**src/rtl/fa.sv**
```systemverilog
// Full adder with registered outputs and a bit-serial adder that accumulates a 32-bit word.
// Optional registered-output self-check enabled by defining FA_CHECK_EN.
module fa (
    input  logic        clk,
    input  logic        rst,
    input  logic        A,
    input  logic        B,
    input  logic        Cin,
    output logic        S,
    output logic        Cout,
    input  logic        ser_en,
    input  logic        ser_start,
    output logic        s_q,
    output logic        cout_q,
    output logic        ser_s,
    output logic        carry_q,
    output logic [7:0]  bit_cnt,
    output logic [31:0] sum_word,
    output logic        word_done,
    output logic        err
);

    logic cin_eff;
    logic new_bit;
    logic new_carry;

    assign S    = A ^ B ^ Cin;
    assign Cout = (A & B) | (A & Cin) | (B & Cin);

    // A new word ignores the carry left over from the previous word.
    always_comb begin
        cin_eff   = ser_start ? Cin : carry_q;
        new_bit   = A ^ B ^ cin_eff;
        new_carry = (A & B) | (A & cin_eff) | (B & cin_eff);
    end

    always_ff @(posedge clk) begin
        if (rst) begin
            s_q      <= 1'b0;
            cout_q   <= 1'b0;
            ser_s    <= 1'b0;
            carry_q  <= 1'b0;
            bit_cnt  <= 8'd0;
            sum_word <= 32'd0;
        end else begin
            s_q    <= S;
            cout_q <= Cout;
            if (ser_en) begin
                ser_s   <= new_bit;
                carry_q <= new_carry;
                if (ser_start) begin
                    sum_word <= {new_bit, 31'b0};
                    bit_cnt  <= 8'd1;
                end else begin
                    sum_word <= {new_bit, sum_word[31:1]};
                    if (bit_cnt != 8'hff)
                        bit_cnt <= bit_cnt + 8'd1;
                end
            end
        end
    end

    assign word_done = (bit_cnt == 8'd32);

`ifdef FA_CHECK_EN
    logic [2:0] abc_q;
    logic [1:0] abc_sum;
    logic       err_q;

    // Registered outputs must equal the arithmetic sum of the inputs captured on the same edge.
    assign abc_sum = {1'b0, abc_q[2]} + {1'b0, abc_q[1]} + {1'b0, abc_q[0]};

    always_ff @(posedge clk) begin
        if (rst) begin
            abc_q <= 3'd0;
            err_q <= 1'b0;
        end else begin
            abc_q <= {A, B, Cin};
            if ({cout_q, s_q} != abc_sum)
                err_q <= 1'b1;
        end
    end

    assign err = err_q;
`else
    assign err = 1'b0;
`endif

endmodule

```
**config.mk**
```make
export PLATFORM = sky130hd
export DESIGN_NAME = fa
export DESIGN_NICKNAME = d
export VERILOG_FILES = /design/src/rtl/fa.sv
export SDC_FILE = /design/constraint.sdc
export NUM_CORES = 1
export LEC_CHECK = 0
export ABC_CLOCK_PERIOD_IN_PS = 4200
export BUFFER_PORTS_ARGS = -buffer_cell sky130_fd_sc_hd__clkbuf_2
export CAP_MARGIN = 0
export CORE_ASPECT_RATIO = 1.75
export CORE_MARGIN = 1.5
export CORE_UTILIZATION = 50
export CTS_CLUSTER_SIZE = 12
export DETAILED_ROUTE_END_ITERATION = 10
export PLACE_DENSITY = 0.8
export SETUP_SLACK_MARGIN = 0.4
export SLEW_MARGIN = 5
export SYNTH_ARGS = -nofsm -noshare
export SYNTH_HDL_FRONTEND = slang
export SYNTH_SLANG_ARGS = --single-unit
```
**constraint.sdc**
```tcl
create_clock -name clk -period 4.2 [get_ports clk]
set_clock_uncertainty 0.05 [all_clocks]
set_input_delay 0.84 -clock clk [delete_from_list [all_inputs] [get_ports clk]]
set_output_delay 0.84 -clock clk [all_outputs]
set_load 0.02 [all_outputs]
```
== After elaboration in Yosys (flattened, before gate mapping) ==
Cells that the tools add are included.

* Bits of input ports: 7
* Bits in registers: 44
* Output and inout bits: 48

* Reductions and logical operators: 2
* Add/sub/neg operators: 1
* Equal/unequal tests: 2
* Multiplexer cells: 4
* Bitwise logic cells: 12

{| class="wikitable"
|+ Operators with widths
! kind !! count
|-
| 31-bit two-way mux || 1
|-
| 8-bit two-way mux || 2
|-
| 8-bit by 1-bit adder with 8-bit output, second input constant || 1
|-
| 8-bit by 6-bit == test with 1-bit output, second input constant || 1
|-
| 8-bit inequality test, second input constant || 1
|-
| 1-bit bitwise AND || 5
|-
| 1-bit OR || 4
|-
| 1-bit bitwise XOR || 3
|-
| 2-bit AND reduction || 1
|-
| 2-bit nonzero test || 1
|-
| 1-bit two-way mux || 1
|}

== Logic depth before layout (Yosys ltp) ==
Gate-level depths: netlist of the first run.

* Depth after elaboration: 4
* Mapped depth: 5
* Mapped depth without buffers: 5

== Least setup slack after synthesis of the first run ==
No wires, ideal clock.

* Path type: input port to output port
* Start: in A
* End: out S
* Buffers on the path: 0
* Cell stages on the path: 1
* Slack: 1.819 ns
* Arrival: 1.491 ns
* Path through: fa_1

* Cells in the longest elaborated chain, start to end: 2

{| class="wikitable"
|+ Ends and longest elaborated chain
! element !! line !! source
|-
| from (decl) || 6 || <nowiki>input logic A,</nowiki>
|-
| 1-bit bitwise XOR (2 in series) || 27 || <nowiki>assign S = A ^ B ^ Cin;</nowiki>
|-
| to (decl) || 9 || <nowiki>output logic S,</nowiki>
|}

Every way passes these cells.

== Worst setup path in the final report of the first run ==
Ends and elaborated chain as after synthesis.

==> results.py, run 1 <==
metrics = {
    "synth": {
        "multiplexer_share_of_the_synthesized_area_pct": 1.97,
        "synth_seq_cells": 43,
        "async_flop_share_pct": 0,
        "ys.warnings.count": 0,
        "synth-simple-area-share_pct": 9.67,
        "post_synth_instance_area_um2": 1590,
        "syn-num-nets": 154,
        "largest_area_contributor_in_the_synthesized_netlist": "dfxtp_1",
        "adder_and_majority_gate_portion_of_the_synthesized_area_pct": 4.09,
        "mean_post_synth_cell_area_um2": 11.1,
        "synth_area_in_compound_gates_pct": 25.6,
        "dominantRegCellSynth": "dfxtp_1",
        "post_synth_main_area_contributors": "dfxtp_1 (54%), a22o_1 (17%), fa_1 (2.5%)",
        "ys_types": 33,
        "synth_top_area_share_pct": 54.1,
        "largest_family_of_logic_cells_by_synthesized_area": "compound AO/OA/AOI/OAI gates",
        "post_synth_xor_xnor_area_pct": 0,
        "ys_seq_area_share_pct": 54.1,
        "syn_inst": 143,
        "post_synth_edffs": 0,
    },
    "timing": {
        "period_minus_slack_ns": 2.56,
        "grt_setup_unrepaired": "false",
        "fmax_ghz": 0.390,
        "setup_total_negative_slack_ns": 0,
        "fin_crit_sh_pct": 61.0,
        "tightestPinTransition_ns": 1.13,
        "final_max_slew_viol_count": 0,
        "final_hold_viol_count": 0,
        "slew_headroom_pct": 24.9,
        "setup_viol_count_final": 0,
    },
    "floorplan": {
        "initial_utilization_pct": 53.8,
        "die_boundary_width_um": 45.7,
        "floorplan_die_area_um2": 3540,
        "core_area_um2": 2960,
        "fp.dieH_um": 77.6,
        "io_pins": 55,
        "placement_rows": 26,
    },
    "power_and_ir_drop": {
        "comb_power_share_pct": 7.5,
        "switching_share_pct": 23.9,
        "p_leak_nw": 0.881,
        "p_sw_mw": 0.171,
        "power.ir.vdd_worst_v": 0.000229,
        "power_density_nw_per_um2": 366,
        "pwr-share-clk_pct": 34.3,
        "share_seq_of_total_power_pct": 58.2,
        "post-layout-total-power_mw": 0.714,
        "intPower_mw": 0.543,
    },
    "clocking": {
        "clock_latency_on_the_worst_skew_pair_ns": 0.29,
        "post_cts_hold_buffer_count": 0,
        "tritoncts.num_buffers": 5,
        "root_buffer": "clkbuf_8",
        "clkSinkCount": 43,
        "post-cts-setup-buffers": 0,
        "tritoncts": "yes",
        "htree_num_levels": 2,
        "maximum_buffer_depth_of_the_clock_tree": 2,
        "clk_pin_slew_worst_paths_ns": 0.07,
        "cts-resized-gates": 0,
    },
    "layout": {
        "ff_latch_area_um2": 861,
        "syn2layout_area_growth_pct": 22.6,
        "diodes": 0,
        "drive_gt1_share_pct": 35.1,
        "post-route-util_pct": 65.9,
        "multi_input_comb_area_um2": 669,
        "fill_cells": 252,
        "num-nets-final": 204,
    },
    "global_route": {
        "global_route_wire_length_before_repair_um": 5290,
        "global_route.usage.total_pct": 20.0,
        "antenna_violations_before_repair": 0,
        "vias_in_the_first_global_route": 1187,
        "grt_max_degree": 32,
        "groute.layer.met1.usage_pct": 23.5,
        "global_route.usage.met2_pct": 32.0,
        "gr-total-overflow": 0,
        "gr-max-usage-layer": "met2",
        "grtUsageMet3_pct": 4.42,
    },
    "worst_hold_path": {
        "min_path_type": "reg -> reg",
    },
    "drt": {
        "drc_markers": 0,
        "routed-via-count": 1351,
        "initialDrtViolationCount": 30,
        "drtAntennaViolNets": 0,
        "detail_route.first_pass.iterations": 4,
        "finalWirelength_um": 3310,
        "route.detailed.vias_per_inst": 5.72,
        "routedWlPerCell_um": 14.0,
    },
    "setup_path": {
        "worst_ep_arrival_time_ns": 1.67,
        "path_class": "in -> out",
        "worst_setup_path_end_kind": "output port",
        "crit_required_ns": 3.31,
        "crit_path_max_fanout": 2,
        "start_kind": "input pin",
    },
    "placement": {
        "gp_congestion": 0.733,
        "buffer_ports.inserted": 53,
        "post-dp-hpwl_um": 2380,
    },
    "flow_run": {
        "max_cap_check_violation_count": 0,
    },
    "outcome": {
        "status": "finished clean",
    },
}
-- sequential cells by signal, summed over array words and instances, names as in the netlist --
register	flops
sum_word	31
carry_q	1
s_q	1
ser_s	1
cout_q	1
bit_cnt	8
-- per-stage QoR --
step / hold WS, ns / setup slack [ns] / cells / cell area (µm²)
floorplan: 0.499 / 1.82 / 143 / 1590
global placement: 0.414 / 1.64 / 228 / 1870
detailed placement: 0.418 / 1.63 / 228 / 1870
CTS: 0.440 / 1.63 / 236 / 1950
global route: 0.452 / 1.62 / 236 / 1950
finish: 0.429 / 1.64 / 236 / 1950
-- Yosys cell counts, types with 2 or more instances --
library cell and n:
o21ai_0 5, ha_1 2, nor2_1 6, nor2b_1 3, buf_4 3, nand2_1 5, fa_1 2, nand3_1 3
nor4_1 2, a22o_1 31, clkbuf_1 4, buf_2 4, a211oi_1 2, a31oi_1 2, a21oi_1 5, dfxtp_1 43
mux2i_1 2, o31a_1 2, inv_1 3
-- layout make-up --
cell class                 instances  share of cell area [%]
clock buffer                       5                    3.53
clock inverter                     3                   0.770
inverter                           3                   0.577
multi-input combinational         86                    34.3
sequential                        43                    44.1
tap                               42                    2.69
timing repair buffer              54                    14.0
-- worst max-delay path, stage by stage --
cell and delay, ns:
clkbuf_2 0.11, fa_1 0.55, clkbuf_2 0.17
-- cell families (layout without fill, tap and decap cells) --
kind of cell | after synthesis | in the layout
AND/OR/NAND/NOR | 27 | 27
AO/OA/AOI/OAI | 51 | 51
other | 1 | 1
flip-flops | 43 | 43
adder cells (fa/ha/maj) | 4 | 4
buffers and inverters | 14 | 65
multiplexers | 3 | 3
-- path summary, 6_finish.rpt --
check / from / cells after the start / to / slack (ns)
hold reg to reg: sum_word[0] / 1 / sum_word[0] / 0.43
setup / recovery: A / 3 / S / 1.64
hold / removal: sum_word[0] / 1 / sum_word[0] / 0.43
setup reg to reg: bit_cnt[0] / 5 / bit_cnt[3] / 2.56
-- routing by layer --
layer	up-vias	part of all wire (%)
met5	-	0
met4	0	2.1
met3	5	5.4
met2	59	52
met1	650	40
li1	637	-
-- placed cells by master, fill, tap and decap left out, drive strengths merged --
cell type / n
a32o: 1
o31ai: 1
nor3b: 1
inv: 3
o21ai: 5
ha: 2
mux2i: 2
a21oi: 5
nor2b: 3
dfxtp: 43
a31oi: 2
nand4b: 1
buf: 1
fa: 2
or4: 1
a211oi: 2
nor3: 1
a22o: 31
or2: 1
nor2: 6
clkinv: 3
nand4bb: 1
nand3b: 1
o211a: 1
nand2: 5
o31a: 2
conb: 1
a41oi: 1
nor4: 2
nand3: 3
mux2: 1
nand2b: 1
clkbuf: 58
-- power by group through the flow --
stage / Clock [mW] / Combinational, mW / Sequential, mW
2_1_floorplan: 0 / 0.0338 / 0.431
3_3_place_gp: 0 / 0.0519 / 0.425
3_5_place_dp: 0 / 0.0537 / 0.425
4_1_cts: 0.253 / 0.0538 / 0.416
5_1_grt: 0.270 / 0.0588 / 0.417
6_report: 0.245 / 0.0534 / 0.416
(Power assumes the default switching activity.)
==> run 2: changes to the inputs <==
--- a/config.mk
+++ b/config.mk
@@ -5,15 +5,15 @@
 export SDC_FILE = /design/constraint.sdc
 export NUM_CORES = 1
 export LEC_CHECK = 0
-export ABC_CLOCK_PERIOD_IN_PS = 4200
+export ABC_CLOCK_PERIOD_IN_PS = 2550
 export BUFFER_PORTS_ARGS = -buffer_cell sky130_fd_sc_hd__clkbuf_2
 export CAP_MARGIN = 0
 export CORE_ASPECT_RATIO = 1.75
 export CORE_MARGIN = 1.5
-export CORE_UTILIZATION = 50
+export CORE_UTILIZATION = 48
 export CTS_CLUSTER_SIZE = 12
 export DETAILED_ROUTE_END_ITERATION = 10
-export PLACE_DENSITY = 0.8
+export PLACE_DENSITY = 0.77
 export SETUP_SLACK_MARGIN = 0.4
 export SLEW_MARGIN = 5
 export SYNTH_ARGS = -nofsm -noshare
==> constraint.sdc (replaced) <==
create_clock -name clk -period 2.55 [get_ports clk]
set_clock_uncertainty 0.05 [all_clocks]
set_input_delay 0.51 -clock clk [delete_from_list [all_inputs] [get_ports clk]]
set_output_delay 0.51 -clock clk [all_outputs]
set_load 0.02 [all_outputs]
==> run 2 against run 1 <==
- power grew 95%
- highest routed layer unchanged
- critical path type is now reg -> out
- core utilization shrank 2.0 points
- largest power group unchanged
- critical endpoint is now word_done
- largest cell class unchanged
- first-iteration DRC count shrank 3.3%
==> results.py, run 2 (same netlist as run 1, synthesis figures left out) <==
metrics = {
    "outcome": {
        "status": "finished clean",
    },
    "floorplan": {
        "fp.dieH_um": 79.2,
        "floorplan_die_area_um2": 3680,
        "core_area_um2": 3140,
        "initial_utilization_pct": 50.7,
        "placement_rows": 27,
        "io_pins": 55,
        "die_boundary_width_um": 46.5,
    },
    "clocking": {
        "htree_num_levels": 2,
        "cts-resized-gates": 0,
        "root_buffer": "clkbuf_8",
        "maximum_buffer_depth_of_the_clock_tree": 2,
        "post_cts_hold_buffer_count": 0,
        "post-cts-setup-buffers": 0,
        "clkSinkCount": 43,
        "tritoncts.num_buffers": 5,
        "tritoncts": "yes",
        "clock_latency_on_the_worst_skew_pair_ns": 0.29,
        "clk_pin_slew_worst_paths_ns": 0.08,
    },
    "timing": {
        "final_max_slew_viol_count": 0,
        "final_critical_path_setup_slack_ns": 0.563,
        "final_hold_viol_count": 0,
        "fin_crit_sh_pct": 77.9,
        "period_minus_slack_ns": 1.99,
        "setup_total_negative_slack_ns": 0,
        "fmax_ghz": 0.503,
        "grt_setup_unrepaired": "false",
        "setup_viol_count_final": 0,
    },
    "setup_path": {
        "ff2ff_setup_slack_ns": 0.89,
        "start_kind": "flip-flop",
        "regToRegEndpoint": "bit_cnt[3]",
        "critical_path.reg2reg.startpoint": "bit_cnt[0]",
        "crit_path_max_fanout": 5,
        "path_class": "reg -> out",
        "worst_ep_arrival_time_ns": 1.43,
        "crit_required_ns": 1.99,
        "worst_setup_path_end_kind": "output port",
        "ff2ff_path_depth": 5,
    },
    "drt": {
        "finalWirelength_um": 3500,
        "routed-via-count": 1364,
        "drtAntennaViolNets": 0,
        "routedWlPerCell_um": 14.7,
        "initialDrtViolationCount": 29,
        "drc_markers": 0,
        "detail_route.first_pass.iterations": 4,
        "route.detailed.vias_per_inst": 5.73,
    },
    "global_route": {
        "grt_max_degree": 32,
        "global_route.usage.total_pct": 20.1,
        "global_route_wire_length_before_repair_um": 5450,
        "gr-total-overflow": 0,
        "antenna_violations_before_repair": 0,
        "vias_in_the_first_global_route": 1289,
    },
    "layout": {
        "reg_top3": "sum_word: 31 flops, bit_cnt: 8 flops",
        "max_ffs_per_register": 31,
        "multi_input_comb_area_um2": 669,
        "layout.cells.most_common": "clkbuf_2",
        "diodes": 0,
        "registers.top_by_ff_count": "sum_word",
        "fill_cells": 278,
        "final_cell_mix": "clkbuf_2 (53), dfxtp_1 (43), a22o_1 (31)",
        "syn2layout_area_growth_pct": 26.2,
        "drive_gt1_share_pct": 34.9,
        "num-nets-final": 205,
        "ff_latch_area_um2": 861,
    },
    "worst_hold_path": {
        "holdCritStartpoint": "sum_word[0]",
        "worstHoldEndpoint": "sum_word[0]",
        "hold_depth": 1,
        "min_path_type": "reg -> reg",
    },
    "power_and_ir_drop": {
        "post-layout-total-power_mw": 1.39,
        "power.ir.vdd_worst_v": 0.000427,
        "power_density_nw_per_um2": 692,
        "p_leak_nw": 0.904,
    },
    "placement": {
        "buffer_ports.inserted": 53,
        "post-dp-hpwl_um": 2450,
        "detailedPlace.worstSlack_ns": 0.604,
        "gp_congestion": 0.868,
    },
    "flow_run": {
        "max_cap_check_violation_count": 0,
    },
}
-- run 2: cell type report --
type | instances | share of cell area, %
Sequential cell | 43 | 42.9
Timing Repair Buffer | 55 | 14.0
Clock buffer | 6 | 3.61
Tap cell | 43 | 2.68
Clock inverter | 2 | 2.99
Multi-Input combinational cell | 86 | 33.3
Inverter | 3 | 0.561
-- run 2: worst max-delay path by stage --
stage,start,to,slack [ns],cells after the start
finish,bit_cnt[0],word_done,0.56,5
global route,bit_cnt[0],word_done,0.46,5
CTS,bit_cnt[0],word_done,0.55,5
detailed placement,A,S,0.60,3
global placement,A,S,0.65,3
floorplan,bit_cnt[0],word_done,0.62,4
-- run 2: stage by stage --
| step | instance area, µm² | hold WS [ns] | std cells | utilization [%] |
|---|---|---|---|---|
| after global placement | 1880 | 0.411 | 230 | 59.7 |
| after floorplan | 1590 | 0.499 | 143 | - |
| final | 2010 | 0.450 | 238 | 63.9 |
| after global routing | 2010 | 0.477 | 238 | 63.9 |
| after detailed placement | 1880 | 0.434 | 230 | 59.7 |
| after CTS | 2010 | 0.457 | 238 | 63.9 |
-- run 2: worst max-delay path, stage by stage (launching register included) --
cell and delay (ns):
dfxtp_1 0.36, inv_1 0.12, ha_1 0.16, nand4bb_1 0.09, nor4_1 0.19, clkbuf_2 0.22
-- run 2: power by group --
part	total [mW]	leakage (nW)	switching [mW]	internal, mW
registers	0.685	0.348	0.00643	0.679
clock network	0.613	0.0654	0.222	0.391
logic	0.0907	0.491	0.0607	0.0300
-- run 2: metal layers --
metal / vias up / part of all wire (%) / track usage [%] / wire, µm
li1: 631 / - / - / -
met1: 666 / 38 / 19.8 / 1310
met2: 58 / 55 / 36.1 / 1920
met3: 9 / 5.1 / 5.00 / 178
met4: 0 / 2.5 / 10.0 / 86
met5: - / 0 / 0 / 0
==> run 3: changes to the inputs <==
--- a/config.mk
+++ b/config.mk
@@ -5,15 +5,16 @@
 export SDC_FILE = /design/constraint.sdc
 export NUM_CORES = 1
 export LEC_CHECK = 0
-export ABC_CLOCK_PERIOD_IN_PS = 2550
+export ABC_AREA = 1
+export ABC_CLOCK_PERIOD_IN_PS = 1830
 export BUFFER_PORTS_ARGS = -buffer_cell sky130_fd_sc_hd__clkbuf_2
 export CAP_MARGIN = 0
 export CORE_ASPECT_RATIO = 1.75
 export CORE_MARGIN = 1.5
-export CORE_UTILIZATION = 48
+export CORE_UTILIZATION = 50
 export CTS_CLUSTER_SIZE = 12
 export DETAILED_ROUTE_END_ITERATION = 10
-export PLACE_DENSITY = 0.77
+export PLACE_DENSITY = 0.78
 export SETUP_SLACK_MARGIN = 0.4
 export SLEW_MARGIN = 5
 export SYNTH_ARGS = -nofsm -noshare
==> constraint.sdc (replaced) <==
create_clock -name clk -period 1.83 [get_ports clk]
set_clock_uncertainty 0.05 [all_clocks]
set_input_delay 0.366 -clock clk [delete_from_list [all_inputs] [get_ports clk]]
set_output_delay 0.366 -clock clk [all_outputs]
set_load 0.02 [all_outputs]
==> run 3 against run 2 <==
- critical path depth is the same
- routed wire length is 24% higher
- core utilization is 4.2 points higher
- clock power fell by 6.7%
- hold slack lost 0.17 ns
- die area rose by 9.3%
- sequential share of layout area shrank 5.6 points
- synthesized area up 14%
- global-route usage up 2.6 points
- first-iteration DRC count is 120% higher
- highest routed layer unchanged
==> results.py, run 3 <==
metrics = {
    "global_route": {
        "grt_max_degree": 34,
        "global_route_wire_length_before_repair_um": 7320,
        "global_route.usage.met2_pct": 38.7,
        "grtUsageMet3_pct": 4.68,
        "groute.layer.met1.usage_pct": 26.4,
        "gr-max-usage-layer": "met2",
        "vias_in_the_first_global_route": 1587,
        "global_route.usage.total_pct": 22.7,
        "gr-total-overflow": 0,
        "antenna_violations_before_repair": 0,
    },
    "synth": {
        "ys_seq_area_share_pct": 47.3,
        "post_synth_main_area_contributors": "dfxtp_1 (47%), nand3_1 (19%), nand2_1 (11%)",
        "mean_post_synth_cell_area_um2": 7.68,
        "synth_top_area_share_pct": 47.3,
        "dominantRegCellSynth": "dfxtp_1",
        "ys_top_cells_by_count": "nand3_1 (70), nand2_1 (52), dfxtp_1 (43)",
        "ys.warnings.count": 0,
        "ys_types": 26,
        "syn-num-nets": 248,
        "yosysMostFrequentCell": "nand3_1",
        "syn_inst": 237,
        "largest_area_contributor_in_the_synthesized_netlist": "dfxtp_1",
        "synth_seq_cells": 43,
        "async_flop_share_pct": 0,
        "post_synth_instance_area_um2": 1820,
        "post_synth_edffs": 0,
    },
    "power_and_ir_drop": {
        "power.ir.vdd_worst_v": 0.000786,
        "power_density_nw_per_um2": 735,
        "post-layout-total-power_mw": 1.72,
        "p_leak_nw": 1.20,
    },
    "setup_path": {
        "start_kind": "flip-flop",
        "path_class": "reg -> out",
        "ff2ff_setup_slack_ns": 0.43,
        "worst_path_largest_cell_delay_ns": 0.36,
        "timing.critical_path.buf_inv": 2,
        "worst_ep_arrival_time_ns": 1.28,
        "worst_setup_path_end_kind": "output port",
        "worst_path_dominant_cell_family": "flip-flops",
        "crit_path_max_fanout": 3,
        "timing.critical_path.cells": "inv_4 -> ha_4 -> nand4_1 -> nor4_4 -> buf_4",
        "crit_required_ns": 1.41,
        "crit_path_top_delay_cell": "dfxtp_4",
    },
    "layout": {
        "final_cell_mix": "nand3_1 (70), clkbuf_2 (48), nand2_1 (47), dfxtp_1 (39), nor2_1 (13)",
        "registers.top_by_ff_count": "sum_word",
        "syn2layout_area_growth_pct": 28.5,
        "max_ffs_per_register": 31,
        "drive_gt1_share_pct": 31.6,
        "diodes": 0,
        "post-route-util_pct": 68.1,
        "num-nets-final": 301,
        "multi_input_comb_area_um2": 885,
        "layout.cells.most_common": "nand3_1",
        "reg_top3": "sum_word: 31 flops, bit_cnt: 8 flops",
        "fill_cells": 327,
        "ff_latch_area_um2": 871,
    },
    "timing": {
        "final_max_slew_viol_count": 0,
        "grt_setup_unrepaired": "true",
        "period_minus_slack_ns": 1.69,
        "setup_total_negative_slack_ns": 0,
        "final_hold_viol_count": 0,
        "final_critical_path_setup_slack_ns": 0.138,
        "setup_viol_count_final": 0,
        "fin_crit_sh_pct": 92.5,
        "fmax_ghz": 0.591,
    },
    "clocking": {
        "tritoncts.num_buffers": 5,
        "clock_latency_on_the_worst_skew_pair_ns": 0.29,
        "clk_pin_slew_worst_paths_ns": 0.08,
        "clkSinkCount": 43,
        "htree_num_levels": 2,
        "maximum_buffer_depth_of_the_clock_tree": 2,
        "tritoncts": "yes",
        "root_buffer": "clkbuf_8",
    },
    "placement": {
        "buffer_ports.inserted": 53,
        "post-dp-hpwl_um": 2850,
        "gp_congestion": 0.807,
        "detailedPlace.worstSlack_ns": 0.188,
    },
    "floorplan": {
        "die_boundary_width_um": 48.6,
        "initial_utilization_pct": 53.0,
        "placement_rows": 28,
        "fp.dieH_um": 82.8,
        "floorplan_die_area_um2": 4030,
        "core_area_um2": 3430,
        "io_pins": 55,
    },
    "drt": {
        "drtAntennaViolNets": 0,
        "route.detailed.vias_per_inst": 5.28,
        "detail_route.first_pass.iterations": 5,
        "routed-via-count": 1775,
        "routedWlPerCell_um": 12.9,
        "initialDrtViolationCount": 65,
        "drc_markers": 0,
        "finalWirelength_um": 4350,
    },
    "worst_hold_path": {
        "min_path_type": "in -> reg",
    },
    "flow_run": {
        "max_cap_check_violation_count": 0,
    },
    "outcome": {
        "status": "finished clean",
    },
}
[run 3: where the power goes]
part           switching [mW]  total (mW)  internal, mW
sequential            0.00888       0.954         0.945
combinational           0.124       0.193        0.0690
clock                   0.305       0.572         0.268
total                   0.438        1.72          1.28
[run 3: layer usage]
metal / vias up / wire [µm]
li1: 884 / -
met1: 831 / 1720
met2: 53 / 2340
met3: 7 / 189
met4: 0 / 97
met5: - / 0
[run 3: final timing paths]
path                                    end         from  depth (start not counted)
worst min register to register  sum_word[0]  sum_word[0]                          2
worst min-delay path             bit_cnt[1]          rst                          2
worst max register to register   bit_cnt[5]   bit_cnt[0]                         10
worst max-delay path              word_done   bit_cnt[0]                          5
[run 3: cell families after synthesis]
family                     Yosys count  share of synthesized area, %
AOI/OAI and AO/OA                   10                          3.44
adders and majority gates            4                          3.57
buffers and inverters               32                          7.42
DFF                                 43                          47.3
other                                1                         0.206
and+or+nand+nor                    147                          38.1
[run 3: layout make-up]
type / instances / area share (%)
multi-input cells: 162 / 37.8
repair buffers: 61 / 16.1
inverters: 17 / 3.00
clock inverters: 1 / 0.214
well taps: 45 / 2.41
clock buffers: 7 / 3.26
flip-flops and latches: 43 / 37.2
[run 3: timing repair]
| item | 4_1_cts | 5_1_grt |
|---|---|---|
| gates resized for setup | 7 | 20 |
| pin swaps | 2 | 3 |
| hold buffers | 0 | 0 |
| setup endpoints to repair | 4 | 12 |
| buffers inserted | 3 | 1 |
[run 3: through the flow]
step / hold WS, ns / instances / instance area [µm²]
floorplan: 0.371 / 237 / 1860
detailed placement: 0.419 / 324 / 2150
global route: 0.290 / 336 / 2340
global placement: 0.412 / 324 / 2150
CTS: 0.267 / 335 / 2280
finish: 0.281 / 336 / 2340
